**src/rtl/hpu_multilane.sv**
```systemverilog
// hpu_multilane: multi-lane pivot search (MAX, THRESH, THRESH_EARLY) for the LU engine.
// Define HPU_CAND_CNT_EN to add the pivot_cand_cnt candidate-count output.

module hpu_lane #(
  parameter int DATA_WIDTH = 32
) (
  input  logic [DATA_WIDTH-2:0] mag_i,
  input  logic                  mask_i,
  input  logic [DATA_WIDTH-2:0] thr_i,
  output logic                  hit_o
);
  assign hit_o = mask_i && (mag_i >= thr_i);
endmodule

module hpu_multilane #(
  parameter int DATA_WIDTH = 32,
  parameter int ROW_IDX_W  = 16,
  parameter int LANES      = 4
) (
  input  logic                        clk,
  input  logic                        rst_n,
  input  logic                        pivot_start,
  input  logic [1:0]                  search_mode,
  input  logic [DATA_WIDTH-1:0]       threshold_value,
  output logic                        pivot_busy,
  input  logic                        in_valid,
  output logic                        in_ready,
  input  logic [LANES*DATA_WIDTH-1:0] in_data,
  input  logic [LANES*ROW_IDX_W-1:0]  in_row_idx,
  input  logic [LANES-1:0]            in_lane_mask,
  input  logic                        is_last,
  output logic                        pivot_valid,
  input  logic                        pivot_ready,
  output logic [DATA_WIDTH-1:0]       pivot_data,
  output logic [ROW_IDX_W-1:0]        pivot_row_idx,
  output logic                        pivot_from_threshold,
  output logic                        pivot_fail
`ifdef HPU_CAND_CNT_EN
  ,
  output logic [ROW_IDX_W:0]          pivot_cand_cnt
`endif
);

  localparam logic [1:0] MODE_THR   = 2'b01;
  localparam logic [1:0] MODE_EARLY = 2'b10;
  localparam int         MW         = DATA_WIDTH - 1;

  typedef enum logic [1:0] {IDLE, RUN, DRAIN, OUT} state_e;

  state_e state_q, state_d;

  logic [LANES-1:0][DATA_WIDTH-1:0] lane_data;
  logic [LANES-1:0][ROW_IDX_W-1:0]  lane_idx;
  logic [LANES-1:0]                 lane_hit;

  logic [1:0]    mode_q;
  logic [MW-1:0] thr_q;
  logic          is_thr, is_early;
  logic          start_acc, beat_acc, run_acc, early_hit, decide;
  logic          unused_thr_sign;

  // Per-beat lane reduction results
  logic                  bm_vld, bh_vld;
  logic [DATA_WIDTH-1:0] bm_data, bh_data;
  logic [ROW_IDX_W-1:0]  bm_idx, bh_idx;

  logic                  s1_vld_q, s1_mvld_q, s1_hit_q;
  logic [1:0]            fin_pipe_q;
  logic [DATA_WIDTH-1:0] s1_mdata_q, s1_hdata_q;
  logic [ROW_IDX_W-1:0]  s1_midx_q, s1_hidx_q;

  logic                  acc_vld_q, hit_vld_q;
  logic [DATA_WIDTH-1:0] acc_data_q, hit_data_q;
  logic [ROW_IDX_W-1:0]  acc_idx_q, hit_idx_q;

  logic                  pv_q, pthr_q, pfail_q, pv_done_q;
  logic [DATA_WIDTH-1:0] pdata_q;
  logic [ROW_IDX_W-1:0]  pidx_q;

  assign lane_data       = in_data;
  assign lane_idx        = in_row_idx;
  assign unused_thr_sign = threshold_value[DATA_WIDTH-1];

  assign is_thr    = (mode_q == MODE_THR) || (mode_q == MODE_EARLY);
  assign is_early  = (mode_q == MODE_EARLY);
  assign in_ready  = (state_q == RUN) || (state_q == DRAIN);
  assign start_acc = (state_q == IDLE) && pivot_start;
  assign beat_acc  = in_valid && in_ready;
  assign run_acc   = beat_acc && (state_q == RUN);
  assign early_hit = run_acc && is_early && bh_vld;
  assign decide    = run_acc && (is_last || early_hit);

  for (genvar l = 0; l < LANES; l++) begin : g_lane
    hpu_lane #(.DATA_WIDTH(DATA_WIDTH)) u_lane (
      .mag_i  (lane_data[l][MW-1:0]),
      .mask_i (in_lane_mask[l]),
      .thr_i  (thr_q),
      .hit_o  (lane_hit[l])
    );
  end

  // Lowest lane wins ties for max; lowest hitting lane is the beat's first hit.
  always_comb begin
    bm_vld  = 1'b0;
    bm_data = '0;
    bm_idx  = '0;
    bh_vld  = 1'b0;
    bh_data = '0;
    bh_idx  = '0;
    for (int l = 0; l < LANES; l++) begin
      if (in_lane_mask[l] && (!bm_vld || lane_data[l][MW-1:0] > bm_data[MW-1:0])) begin
        bm_vld  = 1'b1;
        bm_data = lane_data[l];
        bm_idx  = lane_idx[l];
      end
      if (lane_hit[l] && !bh_vld) begin
        bh_vld  = 1'b1;
        bh_data = lane_data[l];
        bh_idx  = lane_idx[l];
      end
    end
  end

  always_ff @(posedge clk or negedge rst_n) begin
    if (!rst_n) begin
      mode_q <= 2'b00;
      thr_q  <= '0;
    end else if (start_acc) begin
      mode_q <= search_mode;
      thr_q  <= threshold_value[MW-1:0];
    end
  end

  // Stage 1: register the beat winner and its first hit
  always_ff @(posedge clk or negedge rst_n) begin
    if (!rst_n) begin
      s1_vld_q   <= 1'b0;
      fin_pipe_q <= '0;
      s1_mvld_q  <= 1'b0;
      s1_mdata_q <= '0;
      s1_midx_q  <= '0;
      s1_hit_q   <= 1'b0;
      s1_hdata_q <= '0;
      s1_hidx_q  <= '0;
    end else begin
      s1_vld_q   <= run_acc;
      fin_pipe_q <= {fin_pipe_q[0], decide};
      if (run_acc) begin
        s1_mvld_q  <= bm_vld;
        s1_mdata_q <= bm_data;
        s1_midx_q  <= bm_idx;
        s1_hit_q   <= bh_vld && is_thr;
        s1_hdata_q <= bh_data;
        s1_hidx_q  <= bh_idx;
      end
    end
  end

  // Stage 2: accumulate across beats; strict compare keeps the earliest beat on ties
  always_ff @(posedge clk or negedge rst_n) begin
    if (!rst_n) begin
      acc_vld_q  <= 1'b0;
      acc_data_q <= '0;
      acc_idx_q  <= '0;
      hit_vld_q  <= 1'b0;
      hit_data_q <= '0;
      hit_idx_q  <= '0;
    end else if (start_acc) begin
      acc_vld_q  <= 1'b0;
      acc_data_q <= '0;
      acc_idx_q  <= '0;
      hit_vld_q  <= 1'b0;
      hit_data_q <= '0;
      hit_idx_q  <= '0;
    end else if (s1_vld_q) begin
      if (s1_mvld_q && (!acc_vld_q || s1_mdata_q[MW-1:0] > acc_data_q[MW-1:0])) begin
        acc_vld_q  <= 1'b1;
        acc_data_q <= s1_mdata_q;
        acc_idx_q  <= s1_midx_q;
      end
      if (s1_hit_q && !hit_vld_q) begin
        hit_vld_q  <= 1'b1;
        hit_data_q <= s1_hdata_q;
        hit_idx_q  <= s1_hidx_q;
      end
    end
  end

  always_ff @(posedge clk or negedge rst_n) begin
    if (!rst_n) begin
      pv_q    <= 1'b0;
      pdata_q <= '0;
      pidx_q  <= '0;
      pthr_q  <= 1'b0;
      pfail_q <= 1'b0;
    end else if (fin_pipe_q[1]) begin
      pv_q <= 1'b1;
      if (hit_vld_q) begin
        pdata_q <= hit_data_q;
        pidx_q  <= hit_idx_q;
        pthr_q  <= 1'b1;
        pfail_q <= 1'b0;
      end else begin
        pdata_q <= acc_data_q;
        pidx_q  <= acc_idx_q;
        pthr_q  <= 1'b0;
        pfail_q <= is_thr || !acc_vld_q;
      end
    end else if (pv_q && pivot_ready) begin
      pv_q <= 1'b0;
    end
  end

  // Early-exit result may be consumed before the stream's last beat arrives
  always_ff @(posedge clk or negedge rst_n) begin
    if (!rst_n)                                             pv_done_q <= 1'b0;
    else if (start_acc)                                     pv_done_q <= 1'b0;
    else if ((state_q == DRAIN) && pv_q && pivot_ready)     pv_done_q <= 1'b1;
  end

  always_ff @(posedge clk or negedge rst_n) begin
    if (!rst_n) state_q <= IDLE;
    else        state_q <= state_d;
  end

  always_comb begin
    state_d = state_q;
    case (state_q)
      IDLE:  if (pivot_start) state_d = RUN;
      RUN: begin
        if (run_acc && is_last) state_d = OUT;
        else if (early_hit)     state_d = DRAIN;
      end
      DRAIN: begin
        if (beat_acc && is_last)
          state_d = (pv_done_q || (pv_q && pivot_ready)) ? IDLE : OUT;
      end
      OUT:   if (pv_q && pivot_ready) state_d = IDLE;
      default: state_d = IDLE;
    endcase
  end

`ifdef HPU_CAND_CNT_EN
  localparam int CW = ROW_IDX_W + 1;
  localparam int PW = $clog2(LANES + 1);

  logic [CW-1:0]    cnt_q;
  logic [PW-1:0]    pop;
  logic [CW+PW-1:0] cnt_sum;

  always_comb begin
    pop = '0;
    for (int l = 0; l < LANES; l++) pop = pop + PW'(in_lane_mask[l]);
    cnt_sum = {{PW{1'b0}}, cnt_q} + (CW+PW)'(pop);
  end

  always_ff @(posedge clk or negedge rst_n) begin
    if (!rst_n)         cnt_q <= '0;
    else if (start_acc) cnt_q <= '0;
    else if (run_acc)   cnt_q <= (|cnt_sum[CW+PW-1:CW]) ? '1 : cnt_sum[CW-1:0];
  end

  assign pivot_cand_cnt = cnt_q;
`endif

  assign pivot_busy           = (state_q != IDLE);
  assign pivot_valid          = pv_q;
  assign pivot_data           = pdata_q;
  assign pivot_row_idx        = pidx_q;
  assign pivot_from_threshold = pthr_q;
  assign pivot_fail           = pfail_q;

endmodule

```
**config.mk**
```make
export PLATFORM = sky130hd
export DESIGN_NAME = hpu_multilane
export DESIGN_NICKNAME = d
export VERILOG_FILES = /design/src/rtl/hpu_multilane.sv
export SDC_FILE = /design/constraint.sdc
export NUM_CORES = 1
export LEC_CHECK = 0
export ABC_CLOCK_PERIOD_IN_PS = 3900
export BUFFER_PORTS_ARGS = -buffer_cell sky130_fd_sc_hd__buf_4
export CAP_MARGIN = 0
export CORE_ASPECT_RATIO = 0.7
export CORE_MARGIN = 2
export CORE_UTILIZATION = 38
export DETAILED_ROUTE_END_ITERATION = 7
export GPL_TIMING_DRIVEN = 0
export HOLD_SLACK_MARGIN = 0.05
export PLACE_DENSITY = 0.53
export SYNTH_ARGS = -nofsm -noshare
export SYNTH_HDL_FRONTEND = slang
export SYNTH_HIERARCHICAL = 1
export SYNTH_SLANG_ARGS = --single-unit
```
**constraint.sdc**
```tcl
create_clock -name clk -period 3.9 [get_ports clk]
set_clock_uncertainty 0.05 [all_clocks]
set_input_delay 0.195 -clock clk [delete_from_list [all_inputs] [get_ports clk]]
set_output_delay 0.195 -clock clk [all_outputs]
set_load 0.02 [all_outputs]
```
==> flow_metrics.py, run 1 <==
metrics = {
    "run_status": {
        "status": "finished with violations",
        "violations": "negative setup slack",
    },
    "cts": {
        "root_buffer": "clkbuf_16",
        "cts_tree": "yes",
        "htreeDepth": 2,
        "clk_latency_ns": 0.56,
        "cts_buffer_depth": 3,
        "cts_sinks": 286,
        "path_clk_slew_ns": 0.07,
        "cts_buffers": 34,
    },
    "worst_setup_path": {
        "r2r-end": "s1_hdata_q[18]$_DFFE_PN0P_",
        "crit_type": "in -> reg",
        "worstRegToRegCells": 14,
        "r2r_start": "thr_q[24]$_DFFE_PN0P_",
        "crit_path_frequent_cell": "buf_12",
        "max_stage_delay_ns": 0.69,
        "cp_max_fo": 10,
        "start_kind": "primary input",
        "critPathArrivalTime_ns": 7.30,
        "rrSetupSlack_ns": 0.11,
        "cp.required_ns": 4.30,
        "cp_slowest_cell": "or4_4",
        "endpoint_kind": "register",
    },
    "timing": {
        "post-route-period-util_pct": 177.1,
        "slew-limit-headroom_pct": 23.90,
        "final_hold_viol_count": 0,
        "rsz0062_at_grt": "yes",
        "tightest_slew_ns": 1.133,
        "finalCriticalPeriod_ns": 6.907,
        "finalSetupViolCount": 48,
        "clock.fmax_mhz": 144.8,
        "finalMaxSlewViolations": 0,
        "worst_slack_ns": -3.007,
    },
    "die": {
        "ios": 289,
        "dieArea_um2": 57760,
        "core-area_um2": 55220,
        "start_util_pct": 38.41,
        "die_x_um": 286.4,
        "fp-row-count": 72,
        "die_y_um": 201.7,
    },
    "place": {
        "pre_cts_slack_ns": -4.897,
        "gp_congestion": 0.9727,
        "dp_hpwl_um": 73640,
        "dp_cells": 3536,
        "port_buffers": 287,
    },
    "route": {
        "drc_errors": 0,
        "met3WireLength_um": 9567,
        "drt-met1-wl_um": 45880,
        "top_layer": "met5",
        "via_per_inst": 5.955,
        "wl_um": 98920,
        "drtPass1Iterations": 6,
        "post_drt_wl_per_cell_um": 25.49,
        "final_antenna_net_count": 0,
        "vias": 23107,
        "drt-initial-drc-count": 2668,
        "dr_wl_met2_um": 40430,
    },
    "finish": {
        "final_cell_mix": "nand2_1 (339), buf_4 (337), dfrtp_1 (286)",
        "syn2layout_area_growth_pct": 41.21,
        "final_common_cell": "nand2_1",
        "nets": 3606,
        "stdcell_count": 3880,
        "n_antenna_cell": 0,
        "fill_cells": 5026,
        "drive_above_1_share_pct": 21.91,
    },
    "hold_path": {
        "worstHoldStart": "in_data[36]",
        "holdPathStages": 4,
        "holdPathEnd": "s1_mdata_q[4]$_DFFE_PN0P_",
        "hold_class": "in -> reg",
    },
    "synth": {
        "yosysWarnings": 6,
        "synthFlopType": "dfrtp_1",
        "ys_ff_latch": 286,
        "synth.distinct_cells": 62,
        "synth.yosys.seq_area_share_pct": 33.74,
        "avgSynthCellArea_um2": 8.461,
        "synth_edf_count": 0,
        "syn_inst": 2507,
        "synthArstFlopShare_pct": 100.0,
        "syn_nets": 2997,
        "netlist_area_um2": 21210,
    },
    "power": {
        "ir_drop_mv": 0.2958,
        "leakagePower_uw": 0.01310,
        "power.density_nw_per_um2": 619.3,
    },
    "global_route": {
        "grt_max_degree": 117,
        "grt_pass1_wl_um": 145800,
        "grt_pass1_vias": 22281,
        "grt.total_usage_pct": 33.66,
        "antenna_found_initial": 1,
        "grt_remaining_overflow": 0,
    },
    "flow_run": {
        "drv_cap": 0,
    },
}
repair_timing:
item                                    CTS  global route
hold buffers                            229             0
endpoints found under the setup margin   98            93
setup buffers                            30            20
resized for setup                       189            90
gates cloned                              7             1
pin swaps                                54            41
hold endpoints to repair                206             0
registers in the layout, summed over array words and instances, names as in the netlist, 2 cells and up:
| name | flops |
|---|---|
| acc_data_q | 32 |
| hit_data_q | 32 |
| pivot_data | 32 |
| s1_hdata_q | 32 |
| s1_mdata_q | 32 |
| thr_q | 31 |
| acc_idx_q | 16 |
| hit_idx_q | 16 |
| pivot_row_idx | 16 |
| s1_hidx_q | 16 |
| s1_midx_q | 16 |
| fin_pipe_q | 2 |
| mode_q | 2 |
| state_q | 2 |
cells by family after synthesis:
kind of cell	after synthesis	synth area share, %
AOI/OAI and AO/OA	853	26.72
adders and majority gates	254	14.98
muxes	82	4.070
DFF	286	33.74
buffers and inverters	349	6.536
and+or+nand+nor	683	13.95
cells in the mapped netlist, types with 21 or more instances:
cell         n  area share, %
o211ai_1   151            5.3
nor2_1     172            3.0
ha_1       254             15
a211oi_2    40            2.4
a21oi_1    307            7.2
buf_1       21           0.37
a2bb2oi_1   48            2.0
nand3_1     25           0.59
nor3_1      55            1.3
dfrtp_1    286             34
o21ai_1     64            1.5
nand4_1     35            1.0
inv_1      170            3.0
clkbuf_1   131            2.3
a211oi_1    21           0.74
o21bai_1    30            1.1
mux2_2      34            1.8
a221oi_1    50            2.1
o21ai_0     73            1.7
mux2i_1     48            2.3
nand2_1    346            6.1
report_power, final:
group          internal (µW)  total [µW]  leakage, µW  switching, µW
Clock                   1900        3350     0.000557           1450
Combinational           3850        9850      0.00886           6000
Sequential              4170        5350      0.00368           1180
worst max-delay path by stage:
stage,depth (start not counted),startpoint,endpoint,slack (ns)
4_1_cts,35,in_lane_mask[0],s1_midx_q[10]$_DFFE_PN0P_,-2.84
5_1_grt,33,in_lane_mask[0],s1_mdata_q[0]$_DFFE_PN0P_,-3.09
2_1_floorplan,33,in_lane_mask[0],s1_mdata_q[0]$_DFFE_PN0P_,-2.21
3_5_place_dp,30,in_lane_mask[0],s1_mdata_q[16]$_DFFE_PN0P_,-4.90
6_report,33,in_lane_mask[0],s1_midx_q[10]$_DFFE_PN0P_,-3.01
3_3_place_gp,32,in_lane_mask[0],s1_midx_q[10]$_DFFE_PN0P_,-4.87
worst max-delay path, delay by kind of cell:
kind / cells / cell delay (ns)
buf+inv: 10 / 1.63
simple gates: 9 / 2.92
compound gates: 11 / 1.74
fa+ha+maj: 3 / 0.75
routing by layer:
metal,GRT usage [%],vias up
met5,0,-
met4,10.15,2
met3,6.168,172
met2,47.99,1230
met1,51.05,11352
li1,-,10351
area by class of cell:
class	count	area [µm²]	share of cell area (%)
clock inverters	15	160.2	0.5347
clock buffers	45	973.4	3.250
flip-flops and latches	286	7157	23.89
multi-input cells	1872	13850	46.23
plain buffers	174	1124	3.751
repair buffers	576	5120	17.09
well taps	740	925.9	3.091
inverters	172	645.6	2.155
through the flow:
step	total power, µW	setup TNS, ns	cell area, µm²	util [%]	hold WS [ns]
CTS	18220	-133.56	29420	53.27	0.06570
global placement	13960	-304.27	24550	44.45	0.2835
global route	19730	-145.36	29950	54.24	0.1032
detailed placement	14210	-264.87	24610	44.56	0.1519
floorplan	10600	-105.11	21470	-	-0.1506
finish	18550	-141.79	29950	54.24	0.09769
Note: power is estimated with default switching activity, not from simulation.
==> run 2, diff against run 1 <==
--- a/config.mk
+++ b/config.mk
@@ -5,16 +5,16 @@
 export SDC_FILE = /design/constraint.sdc
 export NUM_CORES = 1
 export LEC_CHECK = 0
+export ABC_AREA = 1
 export ABC_CLOCK_PERIOD_IN_PS = 3900
 export BUFFER_PORTS_ARGS = -buffer_cell sky130_fd_sc_hd__buf_4
 export CAP_MARGIN = 0
 export CORE_ASPECT_RATIO = 0.7
-export CORE_MARGIN = 2
 export CORE_UTILIZATION = 38
 export DETAILED_ROUTE_END_ITERATION = 7
 export GPL_TIMING_DRIVEN = 0
 export HOLD_SLACK_MARGIN = 0.05
-export PLACE_DENSITY = 0.53
+export PLACE_DENSITY = 0.52
 export SYNTH_ARGS = -nofsm -noshare
 export SYNTH_HDL_FRONTEND = slang
 export SYNTH_HIERARCHICAL = 1
==> flow_metrics.py, run 2 <==
metrics = {
    "worst_setup_path": {
        "max_stage_delay_ns": 0.33,
        "worstSetupStartpoint": "in_lane_mask[0]",
        "crit_family": "simple AND/OR/NAND/NOR gates",
        "cp_max_fo": 7,
        "worst-path-buf-inv": 13,
        "crit_cells": 50,
        "endpoint": "s1_midx_q[1]$_DFFE_PN0P_",
        "endpoint_kind": "register",
        "start_kind": "primary input",
        "r2r_start": "thr_q[30]$_DFFE_PN0P_",
        "cp.required_ns": 4.31,
        "crit_type": "in -> reg",
        "critPathArrivalTime_ns": 6.11,
        "worstRegToRegCells": 18,
        "cp_slowest_cell": "nor4_4",
        "crit_path_frequent_cell": "nand2_4",
        "r2r-end": "s1_hdata_q[19]$_DFFE_PN0P_",
        "rrSetupSlack_ns": 0.21,
    },
    "synth": {
        "synthArstFlopShare_pct": 100.0,
        "yosysMostFrequentCell": "nand2_1",
        "yosysTopAreaCellShare_pct": 32.59,
        "avgSynthCellArea_um2": 7.188,
        "synth_compound_area_share_pct": 13.62,
        "synthFlopType": "dfrtp_1",
        "yosys.area_share.adder_pct": 14.47,
        "synthXorXnorAreaFrac_pct": 0,
        "netlist_area_um2": 21960,
        "synth_edf_count": 0,
        "synth_largest_area_cell": "dfrtp_1",
        "synthTopCellsByCount": "nand2_1 (862), inv_1 (560), dfrtp_1 (286)",
        "synth_top_family_by_area": "simple AND/OR/NAND/NOR gates",
        "syn_inst": 3055,
        "ys_ff_latch": 286,
        "synth_area_leaders": "dfrtp_1 (33%), nand2_1 (15%), ha_1 (14%)",
        "synth.distinct_cells": 43,
        "yosysWarnings": 6,
        "synth.yosys.seq_area_share_pct": 32.59,
        "syn_nets": 3545,
        "synth_mux_area_share_pct": 0,
        "synth-simple-area-share_pct": 26.60,
    },
    "die": {
        "die_x_um": 289.3,
        "start_util_pct": 38.59,
        "dieArea_um2": 58770,
        "ios": 289,
        "core-area_um2": 56900,
        "die_y_um": 203.1,
        "fp-row-count": 73,
    },
    "route": {
        "drtPass1Iterations": 6,
        "vias": 23072,
        "drt-initial-drc-count": 1894,
        "final_antenna_net_count": 0,
        "wl_um": 88630,
        "via_per_inst": 5.258,
        "post_drt_wl_per_cell_um": 20.20,
        "drc_errors": 0,
    },
    "place": {
        "dp_cells": 4094,
        "dp_hpwl_um": 67030,
        "port_buffers": 287,
        "gp_congestion": 0.9199,
        "pre_cts_slack_ns": -3.219,
    },
    "timing": {
        "finalMaxSlewViolations": 0,
        "slew-limit-headroom_pct": 20.85,
        "rsz0062_at_grt": "yes",
        "setup_tns_ns": -82.80,
        "clock.fmax_mhz": 175.4,
        "post-route-period-util_pct": 146.2,
        "final_hold_viol_count": 0,
        "worst_slack_ns": -1.801,
        "finalSetupViolCount": 48,
        "tightest_slew_ns": 1.187,
        "finalCriticalPeriod_ns": 5.701,
    },
    "flow_run": {
        "drv_cap": 0,
    },
    "finish": {
        "final_cell_mix": "nand2_1 (773), inv_1 (550), buf_4 (327)",
        "final_common_cell": "nand2_1",
        "syn2layout_area_growth_pct": 39.04,
        "drive_above_1_share_pct": 20.55,
        "nets": 4108,
        "postLayoutCoreUtil_pct": 53.66,
        "stdcell_count": 4388,
        "fill_cells": 5385,
    },
    "power": {
        "ir_drop_mv": 0.4057,
        "p_total_uw": 17680,
        "leakagePower_uw": 0.01618,
        "power.density_nw_per_um2": 579.2,
    },
    "cts": {
        "clk_latency_ns": 0.59,
        "cts_buffers": 30,
        "root_buffer": "clkbuf_16",
        "cts_sinks": 286,
        "path_clk_slew_ns": 0.06,
        "cts_buffer_depth": 3,
        "htreeDepth": 1,
        "cts_tree": "yes",
    },
    "run_status": {
        "status": "finished with violations",
        "violations": "negative setup slack",
    },
    "global_route": {
        "grt_max_degree": 99,
        "grt_remaining_overflow": 0,
        "antenna_found_initial": 1,
        "grt.total_usage_pct": 29.81,
        "grt_pass1_vias": 22548,
        "grt_pass1_wl_um": 132500,
    },
    "hold_path": {
        "hold_class": "in -> reg",
    },
}
-- run 2: changes by cell type after synthesis, moves of 111 or more --
cell | previous run | this run
nor2_1 | 172 | 61
nand2_1 | 346 | 862
o211ai_1 | 151 | 20
a21oi_1 | 307 | 151
nand3_1 | 25 | 227
inv_1 | 170 | 560
-- run 2: worst register-to-register path: cells and delay by family, from the launching register on --
family | cells | cell delay (ns)
DFF | 1 | 0.52
AOI/OAI and AO/OA | 4 | 0.62
and+or+nand+nor | 7 | 0.88
buffers and inverters | 6 | 1.25
adders and majority gates | 1 | 0.29
-- run 2: layout make-up --
cell class	instances	area, µm²	area share [%]
Clock buffer	41	863.3	2.828
Inverter	564	2120	6.942
Clock inverter	8	53.80	0.1762
Timing Repair Buffer	535	4840	15.85
Buffer	139	960.9	3.147
Antenna cell	3	7.507	0.02459
Tap cell	750	938.4	3.074
Sequential cell	286	7158	23.44
Multi-Input combinational cell	2062	13590	44.51
-- run 2: cell families (layout without fill, tap and decap cells) --
family | Yosys count | in the layout
adder cells (fa/ha/maj) | 254 | 254
other | 0 | 3
buffers and inverters | 707 | 1287
flip-flops | 286 | 286
AND/OR/NAND/NOR | 1316 | 1316
AO/OA/AOI/OAI | 492 | 492
-- run 2: how the worst min path moves through the flow --
stage                                  from                          to  slack (ns)  depth (start not counted)
finish                          in_data[24]  s1_hdata_q[24]$_DFFE_PN0P_        0.07                          5
global placement    fin_pipe_q[0]$_DFF_PN0_     fin_pipe_q[1]$_DFF_PN0_        0.30                          0
global route                    in_data[19]  s1_hdata_q[19]$_DFFE_PN0P_        0.07                          5
floorplan                             rst_n   acc_data_q[0]$_DFFE_PN0P_       -0.15                          0
detailed placement                    rst_n        thr_q[4]$_DFFE_PN0P_        0.24                          1
CTS                             in_data[20]  s1_hdata_q[20]$_DFFE_PN0P_        0.05                          5
-- run 2: metal layers --
metal | global-route usage (%) | share of wire [%] | vias to the layer above | routed length (µm)
met5 | 0 | 0 | - | 0
met4 | 7.820 | 2.4 | 0 | 2160
met3 | 4.820 | 8.1 | 111 | 7188
met2 | 45.78 | 44 | 876 | 38920
met1 | 43.07 | 46 | 11078 | 40360
li1 | - | - | 11007 | -
-- run 2: metrics by stage --
step                instance area (µm²)  hold WS (ns)
floorplan                         22190       -0.1506
global placement                  25280        0.2959
detailed placement                25350        0.2358
CTS                               29660       0.05283
global route                      30520       0.07279
finish                            30530       0.07036
-- run 2: power breakdown --
part | leakage [µW] | total (µW) | internal (µW) | switching [µW]
clock | 0.000453 | 2790 | 1530 | 1250
sequential | 0.00359 | 5280 | 4350 | 925
combinational | 0.0121 | 9620 | 3650 | 5970
total | 0.0162 | 17700 | 9530 | 8150
-- run 2: repair_timing --
item | 4_1_cts | 5_1_grt
buffers inserted | 44 | 16
hold endpoints to repair | 227 | 0
gates cloned | 7 | 3
setup endpoints to repair | 96 | 94
gates resized for setup | 212 | 185
pin swaps | 66 | 113
hold buffers | 179 | 0
==> run 3, diff against run 2 <==
--- a/config.mk
+++ b/config.mk
@@ -9,12 +9,12 @@
 export ABC_CLOCK_PERIOD_IN_PS = 3900
 export BUFFER_PORTS_ARGS = -buffer_cell sky130_fd_sc_hd__buf_4
 export CAP_MARGIN = 0
-export CORE_ASPECT_RATIO = 0.7
-export CORE_UTILIZATION = 38
+export CORE_ASPECT_RATIO = 1.2
+export CORE_UTILIZATION = 45
 export DETAILED_ROUTE_END_ITERATION = 7
 export GPL_TIMING_DRIVEN = 0
 export HOLD_SLACK_MARGIN = 0.05
-export PLACE_DENSITY = 0.52
+export PLACE_DENSITY = 0.61
 export SYNTH_ARGS = -nofsm -noshare
 export SYNTH_HDL_FRONTEND = slang
 export SYNTH_HIERARCHICAL = 1
==> flow_metrics.py, run 3 (same netlist as run 2, synthesis figures left out) <==
metrics = {
    "die": {
        "dieArea_um2": 49690,
        "fp-row-count": 88,
        "ios": 289,
        "core-area_um2": 48120,
        "die_y_um": 244.0,
        "die_x_um": 203.7,
        "start_util_pct": 45.64,
    },
    "place": {
        "port_buffers": 287,
        "dp_hpwl_um": 63150,
        "gp_congestion": 0.9220,
        "dp_cells": 3974,
    },
    "worst_setup_path": {
        "worstRegToRegCells": 18,
        "critPathArrivalTime_ns": 6.00,
        "cp.required_ns": 4.33,
        "cp_slowest_cell": "ha_1",
        "r2r-end": "s1_hdata_q[24]$_DFFE_PN0P_",
        "rrSetupSlack_ns": 0.21,
        "cp_max_fo": 10,
        "endpoint_kind": "register",
        "max_stage_delay_ns": 0.33,
        "worstSetupStartpoint": "in_lane_mask[0]",
        "start_kind": "primary input",
        "r2r_start": "thr_q[2]$_DFFE_PN0P_",
        "crit_path_frequent_cell": "nand2_2",
        "crit_type": "in -> reg",
    },
    "hold_path": {
        "hold_class": "in -> reg",
        "holdPathStages": 5,
        "holdPathEnd": "s1_hdata_q[3]$_DFFE_PN0P_",
        "worstHoldStart": "in_data[3]",
    },
    "global_route": {
        "grt_remaining_overflow": 0,
        "grt_pass1_wl_um": 126300,
        "grt_pass1_vias": 22929,
        "grt.total_usage_pct": 33.10,
        "grt_max_degree": 100,
        "antenna_found_initial": 1,
    },
    "cts": {
        "clk_latency_ns": 0.59,
        "cts_tree": "yes",
        "path_clk_slew_ns": 0.06,
        "cts_buffers": 30,
        "cts_buffer_depth": 3,
        "htreeDepth": 1,
        "root_buffer": "clkbuf_16",
        "cts_sinks": 286,
    },
    "run_status": {
        "violations": "negative setup slack",
        "status": "finished with violations",
    },
    "finish": {
        "syn2layout_area_growth_pct": 35.91,
        "final_common_cell": "nand2_1",
        "ff_latch_area_um2": 7157,
        "multiInputGateArea_um2": 13230,
        "n_antenna_cell": 0,
        "nets": 4086,
        "fill_cells": 4293,
        "drive_above_1_share_pct": 19.61,
        "final_cell_mix": "nand2_1 (772), inv_1 (550), buf_4 (318)",
        "stdcell_count": 4250,
    },
    "route": {
        "drt-initial-drc-count": 1324,
        "post_drt_wl_per_cell_um": 19.60,
        "drt-met1-wl_um": 34000,
        "vias": 22579,
        "drc_errors": 0,
        "final_antenna_net_count": 0,
        "drtPass1Iterations": 6,
        "met3WireLength_um": 4478,
        "top_layer": "met4",
        "via_per_inst": 5.313,
        "dr_wl_met2_um": 40240,
        "wl_um": 83290,
    },
    "timing": {
        "clock.fmax_mhz": 179.5,
        "rsz0062_at_grt": "yes",
        "post-route-period-util_pct": 142.9,
        "hold_ws_ns": 0.06690,
        "worst_slack_ns": -1.672,
        "slew-limit-headroom_pct": 26.89,
        "finalMaxSlewViolations": 0,
        "finalSetupViolCount": 48,
        "tightest_slew_ns": 1.097,
        "finalCriticalPeriod_ns": 5.572,
        "final_hold_viol_count": 0,
    },
    "power": {
        "comb_power_share_pct": 52.7,
        "seqPwrFrac_pct": 29.9,
        "ir_drop_mv": 0.5246,
        "leakagePower_uw": 0.01605,
        "p_sw_uw": 7971,
        "p_total_uw": 17680,
        "pwr-share-clk_pct": 17.4,
        "power.density_nw_per_um2": 592.5,
        "internal_power_uw": 9712,
        "p_sw_share_pct": 45.08,
    },
    "flow_run": {
        "drv_cap": 0,
    },
}
-- run 3: metrics by stage --
| stage | TNS, ns | setup WS, ns | cell area, µm² | utilization (%) |
|---|---|---|---|---|
| floorplan | -57.66 | -1.242 | 22190 | - |
| global placement | -151.54 | -3.013 | 25130 | 52.24 |
| detailed placement | -154.60 | -3.057 | 25200 | 52.37 |
| CTS | -75.38 | -1.618 | 28860 | 59.98 |
| global route | -89.34 | -1.910 | 29840 | 62.02 |
| finish | -76.95 | -1.672 | 29840 | 62.02 |
-- run 3: timing repair --
| action | CTS | global route |
|---|---|---|
| resized for setup | 130 | 193 |
| pin swaps | 45 | 102 |
| cloned | 6 | 5 |
| hold buffers | 172 | 0 |
| endpoints found under the hold margin | 230 | 0 |
| endpoints found under the setup margin | 96 | 90 |
| buffers inserted | 26 | 14 |
-- run 3: layout make-up --
class                      instances  share of cell area, %
buffer                           141                  3.073
clock buffer                      43                  2.985
multi-input combinational       2062                  44.32
sequential                       286                  23.98
timing repair buffer             511                  15.37
clock inverter                    13                 0.5324
inverter                         564                  7.102
tap                              630                  2.641
-- run 3: critical path, delay by kind of cell --
kind          cells  cell delay (ns)
simple gates     30             3.43
fa+ha+maj         3             0.86
buf+inv          10             1.46
-- run 3: power groups by stage --
stage	sequential (µW)	clock [µW]	combinational [µW]
6_report	5290	3080	9320
5_1_grt	5440	3230	10400
4_1_cts	5270	3110	8940
3_5_place_dp	5310	0	8500
3_3_place_gp	5270	0	8220
2_1_floorplan	5240	0	5460
-- run 3: how the worst max path moves through the flow --
stage	endpoint	slack (ns)	cells past startpoint
after CTS	s1_mdata_q[12]$_DFFE_PN0P_	-1.62	45
final	s1_mdata_q[25]$_DFFE_PN0P_	-1.67	43
after global placement	s1_mdata_q[24]$_DFFE_PN0P_	-3.01	41
after detailed placement	s1_mdata_q[1]$_DFFE_PN0P_	-3.06	41
after floorplan	s1_mdata_q[12]$_DFFE_PN0P_	-1.24	50
after global routing	s1_midx_q[13]$_DFFE_PN0P_	-1.91	44
-- run 3: layer usage --
metal	GRT usage (%)	vias up
li1	-	10972
met1	40.58	10618
met2	57.25	767
met3	3.425	222
met4	16.92	0
met5	0	-
